`config.mk`:
```
export PLATFORM = sky130hd
export DESIGN_NAME = pipe_hazard_ctrl_flat
export DESIGN_NICKNAME = d
export VERILOG_FILES = /design/src/rtl/pipe_hazard_ctrl_pkg.sv /design/src/rtl/pipe_hazard_ctrl_if.sv /design/src/rtl/pipe_hazard_ctrl_hazard_detect.sv /design/src/rtl/pipe_hazard_ctrl.sv /design/src/flat_wrapper.sv
export SDC_FILE = /design/constraint.sdc
export NUM_CORES = 1
export LEC_CHECK = 0
export CAP_MARGIN = 10
export CORE_MARGIN = 3
export CORE_UTILIZATION = 30
export CTS_BUF_LIST = sky130_fd_sc_hd__clkbuf_16
export DETAILED_ROUTE_END_ITERATION = 12
export DONT_BUFFER_PORTS = 1
export GPL_TIMING_DRIVEN = 1
export PLACE_DENSITY = 0.53
export SLEW_MARGIN = 20
export SYNTH_ARGS = -nofsm -noshare
export SYNTH_HDL_FRONTEND = slang
export SYNTH_SLANG_ARGS = --single-unit
```
`constraint.sdc`:
```
create_clock -name clock -period 2.05 [get_ports clock]
set_input_delay 0.41 -clock clock [delete_from_list [all_inputs] [get_ports clock]]
set_output_delay 0.41 -clock clock [all_outputs]
set_load 0.05 [all_outputs]
```
`src/rtl/pipe_hazard_ctrl_pkg.sv`:
```
`default_nettype none
// ============================================================================
// Module  : pipe_hazard_ctrl_pkg
// Brief   : Shared types and constants for the pipeline hazard controller.
// Revision: 1.0  initial release
// ============================================================================
package pipe_hazard_ctrl_pkg;

  // Register-file index width (32 architectural registers)
  localparam int REG_IDX_W = 5;

  // Controller state encoding
  typedef enum logic [1:0] {
    ST_RUN      = 2'd0,
    ST_MEM_WAIT = 2'd1,
    ST_FAULT    = 2'd2
  } state_e;

  // Control bits the pipeline loads into a flushed register: every
  // side-effecting control (regwrite, memtoreg, memread, memwrite) cleared.
  localparam logic [3:0] NOP_CTRL = 4'b0000;

  // Bundle of all pipeline-register controls driven by the sequencer
  typedef struct packed {
    logic pc_en;
    logic ifid_en;
    logic idex_en;
    logic exmem_en;
    logic memwb_en;
    logic ifid_flush;
    logic idex_flush;
    logic memwb_bubble;
  } ctrl_t;

  localparam ctrl_t CTRL_RUN      = ctrl_t'(8'b11111_000);
  localparam ctrl_t CTRL_RESET    = ctrl_t'(8'b00000_111);
  localparam ctrl_t CTRL_MEMSTALL = ctrl_t'(8'b00001_001);
  localparam ctrl_t CTRL_BRANCH   = ctrl_t'(8'b11111_110);
  localparam ctrl_t CTRL_LOADUSE  = ctrl_t'(8'b00111_010);
  localparam ctrl_t CTRL_FAULT    = ctrl_t'(8'b00000_001);

endpackage
`default_nettype wire

```
`src/rtl/pipe_hazard_ctrl_if.sv`:
```
`default_nettype none
// ============================================================================
// Module  : pipe_hazard_ctrl_if
// Brief   : Hazard inputs from the pipeline and register controls back to it.
// Revision: 1.0  initial release
// ============================================================================
interface pipe_hazard_ctrl_if
  import pipe_hazard_ctrl_pkg::*;
#(
  parameter int CNT_W = 32
);
  // Hazard sources (pipeline -> controller)
  logic [REG_IDX_W-1:0] id_rs1;
  logic [REG_IDX_W-1:0] id_rs2;
  logic                 id_use_rs1;
  logic                 id_use_rs2;
  logic                 ex_memread;
  logic [REG_IDX_W-1:0] ex_rd;
  logic                 branch_taken;
  logic                 mem_req;
  logic                 mem_ready;

  // Register controls and status (controller -> pipeline)
  logic                 pc_en;
  logic                 ifid_en;
  logic                 idex_en;
  logic                 exmem_en;
  logic                 memwb_en;
  logic                 ifid_flush;
  logic                 idex_flush;
  logic                 memwb_bubble;
  logic                 mem_fault;
  state_e               state;
  logic [CNT_W-1:0]     stall_cycles;

  // Pipeline side
  modport master (
    output id_rs1, id_rs2, id_use_rs1, id_use_rs2, ex_memread, ex_rd,
           branch_taken, mem_req, mem_ready,
    input  pc_en, ifid_en, idex_en, exmem_en, memwb_en, ifid_flush,
           idex_flush, memwb_bubble, mem_fault, state, stall_cycles
  );

  // Controller side
  modport slave (
    input  id_rs1, id_rs2, id_use_rs1, id_use_rs2, ex_memread, ex_rd,
           branch_taken, mem_req, mem_ready,
    output pc_en, ifid_en, idex_en, exmem_en, memwb_en, ifid_flush,
           idex_flush, memwb_bubble, mem_fault, state, stall_cycles
  );

endinterface
`default_nettype wire

```
`src/rtl/pipe_hazard_ctrl_hazard_detect.sv`:
```
`default_nettype none
// ============================================================================
// Module  : pipe_hazard_ctrl_hazard_detect
// Brief   : Combinational load-use detector (load in EX feeding ID operand).
// Revision: 1.0  initial release
// ============================================================================
module pipe_hazard_ctrl_hazard_detect
  import pipe_hazard_ctrl_pkg::*;
(
  input  logic [REG_IDX_W-1:0] id_rs1_i,
  input  logic [REG_IDX_W-1:0] id_rs2_i,
  input  logic                 id_use_rs1_i,
  input  logic                 id_use_rs2_i,
  input  logic                 ex_memread_i,
  input  logic [REG_IDX_W-1:0] ex_rd_i,
  output logic                 load_use_o
);

  // x0 is hard-wired zero, so a load targeting it never creates a dependency
  always_comb begin
    load_use_o = 1'b0;
    if (ex_memread_i && (ex_rd_i != '0)) begin
      load_use_o = (id_use_rs1_i && (id_rs1_i == ex_rd_i)) ||
                   (id_use_rs2_i && (id_rs2_i == ex_rd_i));
    end
  end

endmodule
`default_nettype wire

```
`src/rtl/pipe_hazard_ctrl.sv`:
```
`default_nettype none
// ============================================================================
// Module  : pipe_hazard_ctrl
// Brief   : Stall/flush sequencer for the 5-stage pipeline with data-memory
//           watchdog and saturating stall-cycle counter.
// Revision: 1.0  initial release
// ============================================================================
module pipe_hazard_ctrl
  import pipe_hazard_ctrl_pkg::*;
#(
  parameter int MEM_TIMEOUT = 16,
  parameter int CNT_W       = 32
)(
  input  logic               clock,
  input  logic               reset,
  pipe_hazard_ctrl_if.slave  hz
);

  // Wait counter only needs to reach MEM_TIMEOUT-1; it saturates when the
  // watchdog is disabled so a very long stall cannot wrap it.
  localparam int              WAIT_W     = (MEM_TIMEOUT > 1) ? $clog2(MEM_TIMEOUT) : 1;
  localparam logic [WAIT_W-1:0] WAIT_LIMIT = WAIT_W'((MEM_TIMEOUT > 0) ? (MEM_TIMEOUT - 1) : 0);
  localparam logic [WAIT_W-1:0] WAIT_MAX   = '1;
  localparam logic [CNT_W-1:0]  CNT_MAX    = '1;

  state_e             state_q, state_d;
  logic [WAIT_W-1:0]  wait_q,  wait_d;
  logic               fault_q, fault_d;
  logic [CNT_W-1:0]   cnt_q,   cnt_d;
  ctrl_t              ctrl;
  logic               load_use;
  logic               mem_stall;

  pipe_hazard_ctrl_hazard_detect u_hazard_detect (
    .id_rs1_i     (hz.id_rs1),
    .id_rs2_i     (hz.id_rs2),
    .id_use_rs1_i (hz.id_use_rs1),
    .id_use_rs2_i (hz.id_use_rs2),
    .ex_memread_i (hz.ex_memread),
    .ex_rd_i      (hz.ex_rd),
    .load_use_o   (load_use)
  );

  assign mem_stall = hz.mem_req & ~hz.mem_ready;

  // Next-state and same-cycle controls; priority FAULT > mem stall > branch > load-use
  always_comb begin
    ctrl    = CTRL_RUN;
    state_d = state_q;
    wait_d  = wait_q;
    fault_d = fault_q;
    if (reset) begin
      ctrl = CTRL_RESET;
    end else begin
      case (state_q)
        ST_FAULT: begin
          ctrl = CTRL_FAULT;
        end
        default: begin
          if (mem_stall) begin
            // EX is frozen, so branch/load-use will re-present after release
            ctrl    = CTRL_MEMSTALL;
            state_d = ST_MEM_WAIT;
            if (wait_q != WAIT_MAX) begin
              wait_d = wait_q + 1'b1;
            end
            if ((MEM_TIMEOUT != 0) && (wait_q == WAIT_LIMIT)) begin
              state_d = ST_FAULT;
              fault_d = 1'b1;
            end
          end else begin
            state_d = ST_RUN;
            wait_d  = '0;
            if (hz.branch_taken) begin
              ctrl = CTRL_BRANCH;
            end else if (load_use) begin
              ctrl = CTRL_LOADUSE;
            end
          end
        end
      endcase
    end
  end

  // Stall counter: cycles with the PC held, excluding reset and FAULT
  always_comb begin
    cnt_d = cnt_q;
    if (!reset && (state_q != ST_FAULT) && !ctrl.pc_en && (cnt_q != CNT_MAX)) begin
      cnt_d = cnt_q + 1'b1;
    end
  end

  // State, watchdog and counter registers
  always_ff @(posedge clock) begin
    if (reset) begin
      state_q <= ST_RUN;
      wait_q  <= '0;
      fault_q <= 1'b0;
      cnt_q   <= '0;
    end else begin
      state_q <= state_d;
      wait_q  <= wait_d;
      fault_q <= fault_d;
      cnt_q   <= cnt_d;
    end
  end

  assign hz.pc_en        = ctrl.pc_en;
  assign hz.ifid_en      = ctrl.ifid_en;
  assign hz.idex_en      = ctrl.idex_en;
  assign hz.exmem_en     = ctrl.exmem_en;
  assign hz.memwb_en     = ctrl.memwb_en;
  assign hz.ifid_flush   = ctrl.ifid_flush;
  assign hz.idex_flush   = ctrl.idex_flush;
  assign hz.memwb_bubble = ctrl.memwb_bubble;
  assign hz.mem_fault    = fault_q;
  assign hz.state        = state_q;
  assign hz.stall_cycles = cnt_q;

endmodule
`default_nettype wire
```
`src/flat_wrapper.sv`:
```
// flat-port wrapper written by rule: the top's interface ports become plain ports
module pipe_hazard_ctrl_flat import pipe_hazard_ctrl_pkg::*;
#(
  parameter int MEM_TIMEOUT = 16,
  parameter int CNT_W       = 32
)
  (clock, reset, hz_id_rs1, hz_id_rs2, hz_id_use_rs1, hz_id_use_rs2, hz_ex_memread, hz_ex_rd, hz_branch_taken, hz_mem_req, hz_mem_ready, hz_pc_en, hz_ifid_en, hz_idex_en, hz_exmem_en, hz_memwb_en, hz_ifid_flush, hz_idex_flush, hz_memwb_bubble, hz_mem_fault, hz_state, hz_stall_cycles);
  pipe_hazard_ctrl_if #(.CNT_W(CNT_W)) hz_i ();
  input  logic clock;
  input  logic reset;
  input wire logic [$bits(hz_i.id_rs1)-1:0] hz_id_rs1;
  input wire logic [$bits(hz_i.id_rs2)-1:0] hz_id_rs2;
  input wire logic [$bits(hz_i.id_use_rs1)-1:0] hz_id_use_rs1;
  input wire logic [$bits(hz_i.id_use_rs2)-1:0] hz_id_use_rs2;
  input wire logic [$bits(hz_i.ex_memread)-1:0] hz_ex_memread;
  input wire logic [$bits(hz_i.ex_rd)-1:0] hz_ex_rd;
  input wire logic [$bits(hz_i.branch_taken)-1:0] hz_branch_taken;
  input wire logic [$bits(hz_i.mem_req)-1:0] hz_mem_req;
  input wire logic [$bits(hz_i.mem_ready)-1:0] hz_mem_ready;
  output wire logic [$bits(hz_i.pc_en)-1:0] hz_pc_en;
  output wire logic [$bits(hz_i.ifid_en)-1:0] hz_ifid_en;
  output wire logic [$bits(hz_i.idex_en)-1:0] hz_idex_en;
  output wire logic [$bits(hz_i.exmem_en)-1:0] hz_exmem_en;
  output wire logic [$bits(hz_i.memwb_en)-1:0] hz_memwb_en;
  output wire logic [$bits(hz_i.ifid_flush)-1:0] hz_ifid_flush;
  output wire logic [$bits(hz_i.idex_flush)-1:0] hz_idex_flush;
  output wire logic [$bits(hz_i.memwb_bubble)-1:0] hz_memwb_bubble;
  output wire logic [$bits(hz_i.mem_fault)-1:0] hz_mem_fault;
  output wire logic [$bits(hz_i.state)-1:0] hz_state;
  output wire logic [$bits(hz_i.stall_cycles)-1:0] hz_stall_cycles;
  assign hz_i.id_rs1 = hz_id_rs1;
  assign hz_i.id_rs2 = hz_id_rs2;
  assign hz_i.id_use_rs1 = hz_id_use_rs1;
  assign hz_i.id_use_rs2 = hz_id_use_rs2;
  assign hz_i.ex_memread = hz_ex_memread;
  assign hz_i.ex_rd = hz_ex_rd;
  assign hz_i.branch_taken = hz_branch_taken;
  assign hz_i.mem_req = hz_mem_req;
  assign hz_i.mem_ready = hz_mem_ready;
  assign hz_pc_en = hz_i.pc_en;
  assign hz_ifid_en = hz_i.ifid_en;
  assign hz_idex_en = hz_i.idex_en;
  assign hz_exmem_en = hz_i.exmem_en;
  assign hz_memwb_en = hz_i.memwb_en;
  assign hz_ifid_flush = hz_i.ifid_flush;
  assign hz_idex_flush = hz_i.idex_flush;
  assign hz_memwb_bubble = hz_i.memwb_bubble;
  assign hz_mem_fault = hz_i.mem_fault;
  assign hz_state = hz_i.state;
  assign hz_stall_cycles = hz_i.stall_cycles;
  pipe_hazard_ctrl #(.MEM_TIMEOUT(MEM_TIMEOUT), .CNT_W(CNT_W)) u_core (.clock(clock), .reset(reset), .hz(hz_i));
endmodule
```
# ---- Word level (Yosys, flattened, before mapping)
# Cells that the tools add are included.
dict set report classes {
  eq_ne 8
  n_reduce_logical 12
  n_shift 0
  div_mod_pow 0
  n_mux 10
  multipliers 0
  add_sub_neg 2
  bitwise_logic 3
  order_cmp 0
}
# op n
set op_table {}
lappend op_table {{8-bit 2-to-1 mux} 5}
lappend op_table {{32-bit by 1-bit adder with 32-bit output (second input constant)} 1}
lappend op_table {{32-bit != test (second input constant)} 1}
lappend op_table {{5-bit == test} 2}
lappend op_table {{4-bit 2-to-1 mux} 2}
lappend op_table {{1-bit logical AND} 6}
lappend op_table {{5-bit nonzero test} 1}
lappend op_table {{4-bit by 1-bit adder with 4-bit output (second input constant)} 1}
lappend op_table {{4-bit == test (second input constant)} 1}
lappend op_table {{2-bit 2-to-1 mux} 2}
lappend op_table {{2-bit != test (second input constant)} 2}
lappend op_table {{4-bit != test (second input constant)} 1}
lappend op_table {{3-bit AND reduction} 1}
lappend op_table {{2-bit == test (second input constant)} 1}
lappend op_table {{1-bit logical NOT} 2}
lappend op_table {{1-bit inverter} 2}
lappend op_table {{2-bit AND reduction} 1}
lappend op_table {{1-bit AND} 1}
lappend op_table {{1-bit logical OR} 1}
lappend op_table {{1-bit 2-to-1 mux} 1}
dict set report totals {
  ramBits 0
  input_bits 23
  word_cells 39
  mem_count 0
  romBits 0
  output_inout_bits 43
  reg_bits 39
  latchBits 0
}

# ---- Logic depth before layout (Yosys ltp)
dict set report logic_depth {
  depth_word 12
  ltp_mapped 9
  mapped_depth_nobuf 8
}

# ---- Modules after synthesis
# Synthesis repeated with hierarchy kept, for this count alone.
dict set report hier_totals {
  hier_cells 265
  area_unflattened_um2 2219.6
}
# module n_inst area_each_um2 cells_per_inst seq_area_each_um2
set by_module_without_submodules {}
lappend by_module_without_submodules {pipe_hazard_ctrl 1 2085.8 248 780.7}
lappend by_module_without_submodules {pipe_hazard_ctrl_hazard_detect 1 133.9 17 0.0}

# ---- Worst setup path after synthesis
# No wires, ideal clock.
dict set report synth_path {
  kind {register to output}
  from {register u_core.state_q[0] (netlist: u_core.hz.state[0])}
  to {output port hz_pc_en}
  path_slack_ns -1.658
  path_buffers 1
  required_time_ns 1.640
  path_stages_with_launch 7
  arrival_time_ns 3.298
  cell_sequence {dfxtp_1 nand2b_1 nand2_1 nor2_1 inv_1 nor2_1 buf_4}
}
dict set report synth_between {
  elab_chain_cells 3
}
# item line
set synth_rtl {}
lappend synth_rtl {{start: declaration} pipe_hazard_ctrl.sv:26} ;# state_e state_q, state_d;
lappend synth_rtl {{start signal: assignment} pipe_hazard_ctrl.sv:101} ;# state_q <= state_d;
lappend synth_rtl {{2-bit == test} pipe_hazard_ctrl.sv:55} ;# case (state_q)
lappend synth_rtl {{8-bit 2-to-1 mux} pipe_hazard_ctrl.sv:55}
lappend synth_rtl {{8-bit 2-to-1 mux} pipe_hazard_ctrl.sv:52} ;# if (reset) begin
lappend synth_rtl {{end: declaration} flat_wrapper.sv:20} ;# output wire logic [$bits(hz_i.pc_en)-1:0] hz_pc_en;
# No other way between the ends.

# ---- Worst setup path after layout
dict set report layout_path {
  from {input port hz_ex_rd[0]}
  to {output port hz_ifid_en}
}
dict set report layout_between {
  elab_chain_cells 9
  elab_cells_between_ends 13
  classes_between {eq/ne: 2; mux: 6; reduce/logical: 5}
}
# item line
set layout_rtl {}
lappend layout_rtl {{start: declaration} flat_wrapper.sv:16} ;# input wire logic [$bits(hz_i.ex_rd)-1:0] hz_ex_rd;
lappend layout_rtl {{5-bit == test (on tied branches)} {pipe_hazard_ctrl_hazard_detect.sv:23, pipe_hazard_ctrl_hazard_detect.sv:24}}
lappend layout_rtl {{1-bit logical AND (on tied branches)} {pipe_hazard_ctrl_hazard_detect.sv:23, pipe_hazard_ctrl_hazard_detect.sv:24}}
lappend layout_rtl {{1-bit logical OR} pipe_hazard_ctrl_hazard_detect.sv:23} ;# load_use_o = (id_use_rs1_i && (id_rs1_i == ex_rd_i)) ||
lappend layout_rtl {{1-bit 2-to-1 mux *} pipe_hazard_ctrl_hazard_detect.sv:22} ;# if (ex_memread_i && (ex_rd_i != '0)) begin
lappend layout_rtl {{8-bit 2-to-1 mux *} pipe_hazard_ctrl.sv:76} ;# end else if (load_use) begin
lappend layout_rtl {{8-bit 2-to-1 mux *} pipe_hazard_ctrl.sv:74} ;# if (hz.branch_taken) begin
lappend layout_rtl {{8-bit 2-to-1 mux *} pipe_hazard_ctrl.sv:60} ;# if (mem_stall) begin
lappend layout_rtl {{8-bit 2-to-1 mux *} pipe_hazard_ctrl.sv:55}
lappend layout_rtl {{8-bit 2-to-1 mux *} pipe_hazard_ctrl.sv:52}
lappend layout_rtl {{end: declaration} flat_wrapper.sv:21} ;# output wire logic [$bits(hz_i.ifid_en)-1:0] hz_ifid_en;
# Every way passes the cells marked *; elsewhere a longest branch is shown, timed or not.

==> flow_summary.ini <==
[run_status]
outcome = complete, no violations

[route]
avgRoutedWirePerCell_um = 13.7
drtAntennaViolNets = 0
detail_route.vias_per_cell = 4.87
drt_pass_1_iters = 4
num_vias = 1968
initialDrtViolationCount = 76
drc = 0
drt_wl_total_um = 5540

[global_route]
grt_remaining_overflow = 0
maximum_number_of_pins_on_one_net_before_global_route_repair = 44
grt_pass1_vias = 1896
grt_antenna_before_repair = 0
grtUsageTotal_pct = 13.7
wire_length_of_the_first_global_routing_pass_um = 9180

[finish]
fin_area_um2 = 2970
drive_above_1_share_pct = 37.6
n_antenna_cell = 0
layout.nets = 335
syn_to_final_growth_pct = 40.4

[sta]
setup_viol = 0
timing_hold_violations_final = 0
fin_setup_tns_ns = 0
fin_crit_ns = 2.01
tightest_slew_ns = 0.520
finalWorstSetupSlack_ns = 0.0414
worst_slew_margin_rel_pct = 65.0
fin_crit_sh_pct = 98.0
max_freq_mhz = 498
skew_ns = 0.00916
slew_viol_final = 0

[clock_tree]
worstSkewPairLatency_ns = 0.28
clock_sink_count = 39
cts.path.max_buffers = 2
ctsHtreeMaxLevel = 2
clk_transition_reported_paths_ns = 0.06
tritoncts_clock_tree = built
cts_buffers = 5
cts_hold_buf = 0
clockRootBuffer = sky130_fd_sc_hd__clkbuf_16

[power_and_ir_drop]
total_leakage_power_nw = 1.06
total_power_mw = 1.89
power.ir.vdd_worst_uv = 328
pd_cells_nw_per_um2 = 635

[floorplan]
start_util_pct = 32.0
boundaryPins = 66
die_w_um = 90.0
die_h_um = 90.0
die_area_um2 = 8100
placeableCoreArea_um2 = 6600
placement_rows = 29

[synthesis]
async_flop_share_pct = 0
synth_top_cell_area_share_pct = 36.9
synth.yosys.seq_area_share_pct = 36.9
synth_warnings = 0
syn_area_per_cell_um2 = 8.23
synth_largest_area_cell = sky130_fd_sc_hd__dfxtp_1
synth.distinct_cells = 45
ys.flop_type = sky130_fd_sc_hd__dfxtp_1
syn-instance-count = 257
synth-edff-count = 0
post_synth_instance_area_um2 = 2120
ys_top_cells_by_area = sky130_fd_sc_hd__dfxtp_1 (37%), sky130_fd_sc_hd__xnor2_1 (15%), sky130_fd_sc_hd__nor2_1 (6.9%)
synth-seq-cells = 39
synth.net_count = 282
synth.cells.most_frequent = sky130_fd_sc_hd__dfxtp_1 (39), sky130_fd_sc_hd__nor2_1 (39), sky130_fd_sc_hd__xnor2_1 (36), sky130_fd_sc_hd__nand2_1 (24), sky130_fd_sc_hd__nor3_1 (18)

[setup_path]
worstSetupEndpointType = primary output
cp_data_required_time_ns = 1.64
worstSetupStartpointType = primary input
worstPathArrival_ns = 1.60
critical_path_class = in2out
critical_path_fanouts_max = 3

[min_path]
hold_path.class = in2reg

[placement]
dp_hpwl_um = 4210
gp_weighted_congestion = 0.760
place.port_buffers = 0
dpl-instance-area_um2 = 2700
preCtsSetupSlack_ns = -0.0508

[run]
max_cap_violations = 0
## worst paths after layout
kind                                   from                          to  slack, ns  cells past startpoint
hold / removal                        reset         u_core.hz.mem_fault       0.20                      1
setup / recovery                hz_ex_rd[0]                  hz_ifid_en       0.04                      6
hold reg to reg            u_core.wait_q[1]            u_core.wait_q[1]       0.52                      1
setup reg to reg  u_core.hz.stall_cycles[0]  u_core.hz.stall_cycles[17]       0.16                     10
## power by group
| part | switching (mW) | internal (mW) | leakage (nW) |
|---|---|---|---|
| clock | 0.297 | 0.693 | 0.0952 |
| combinational | 0.0850 | 0.0560 | 0.637 |
| sequential | 0.00337 | 0.754 | 0.330 |
## stage by stage
stage / hold WS [ns] / utilization (%) / instances
after floorplan: 0.478 / - / 257
after global placement: 0.481 / 40.8 / 394
after detailed placement: 0.483 / 40.8 / 394
after CTS: 0.182 / 43.8 / 402
after global routing: 0.181 / 45.0 / 404
final: 0.203 / 45.0 / 404
## cell type report
cell class / count / area [um2]
inverter: 3 / 15.0
sequential: 39 / 831
fill: 671 / 3630
tap: 93 / 116
clock inverter: 3 / 63.8
multi-input combinational: 202 / 1360
timing repair buffer: 59 / 463
clock buffer: 5 / 125
## sequential cells by signal (all words and copies together) (netlist names)
| register | count |
|---|---|
| u_core.hz.stall_cycles | 32 |
| u_core.hz.state | 2 |
| u_core.hz.mem_fault | 1 |
| u_core.wait_q | 4 |
## cell usage in the layout (no fill, tap or decap), types with 3 or more instances in the layout
| master | n |
|---|---|
| sky130_fd_sc_hd__o21ai_0 | 3 |
| sky130_fd_sc_hd__nor4_2 | 3 |
| sky130_fd_sc_hd__dfxtp_2 | 19 |
| sky130_fd_sc_hd__nor2_1 | 37 |
| sky130_fd_sc_hd__xnor2_1 | 36 |
| sky130_fd_sc_hd__buf_4 | 56 |
| sky130_fd_sc_hd__nand4_1 | 11 |
| sky130_fd_sc_hd__inv_1 | 3 |
| sky130_fd_sc_hd__clkbuf_16 | 5 |
| sky130_fd_sc_hd__and4_1 | 3 |
| sky130_fd_sc_hd__dfxtp_1 | 13 |
| sky130_fd_sc_hd__nand2_1 | 22 |
| sky130_fd_sc_hd__nand3_1 | 10 |
| sky130_fd_sc_hd__dfxtp_4 | 7 |
| sky130_fd_sc_hd__and2_1 | 3 |
| sky130_fd_sc_hd__nor2b_1 | 5 |
| sky130_fd_sc_hd__nor3_1 | 17 |
| sky130_fd_sc_hd__a21oi_1 | 7 |
| sky130_fd_sc_hd__nor4_1 | 6 |
## cells by family after synthesis
family,Yosys count,share of synthesized area [%]
simple gates,140,35.0
flops,39,36.9
xor+xnor,36,14.9
compound gates,22,7.33
buf+inv,16,3.55
mux,2,1.18
fa+ha+maj,2,1.18
## critical path, cell delays in order
cell                       delay (ns)
sky130_fd_sc_hd__or4_4           0.52
sky130_fd_sc_hd__o21ai_2         0.18
sky130_fd_sc_hd__nand2b_4        0.15
sky130_fd_sc_hd__nor2_1          0.07
sky130_fd_sc_hd__nor2_4          0.10
sky130_fd_sc_hd__buf_12          0.18
## repair_timing
action | 4_1_cts | 5_1_grt
setup endpoints to repair | 2 | 25
setup buffers | 0 | 2
resized for setup | 1 | 12
hold endpoints to repair | 0 | 0
pin swaps | 0 | 6
## routing by layer
metal	vias up	track usage, %	wire [um]
met5	-	0	0
met4	0	3.70	72
met3	7	5.09	332
met2	41	22.4	2680
met1	916	16.9	2460
li1	1004	-	-
Power figures use the tool's default switching activity.
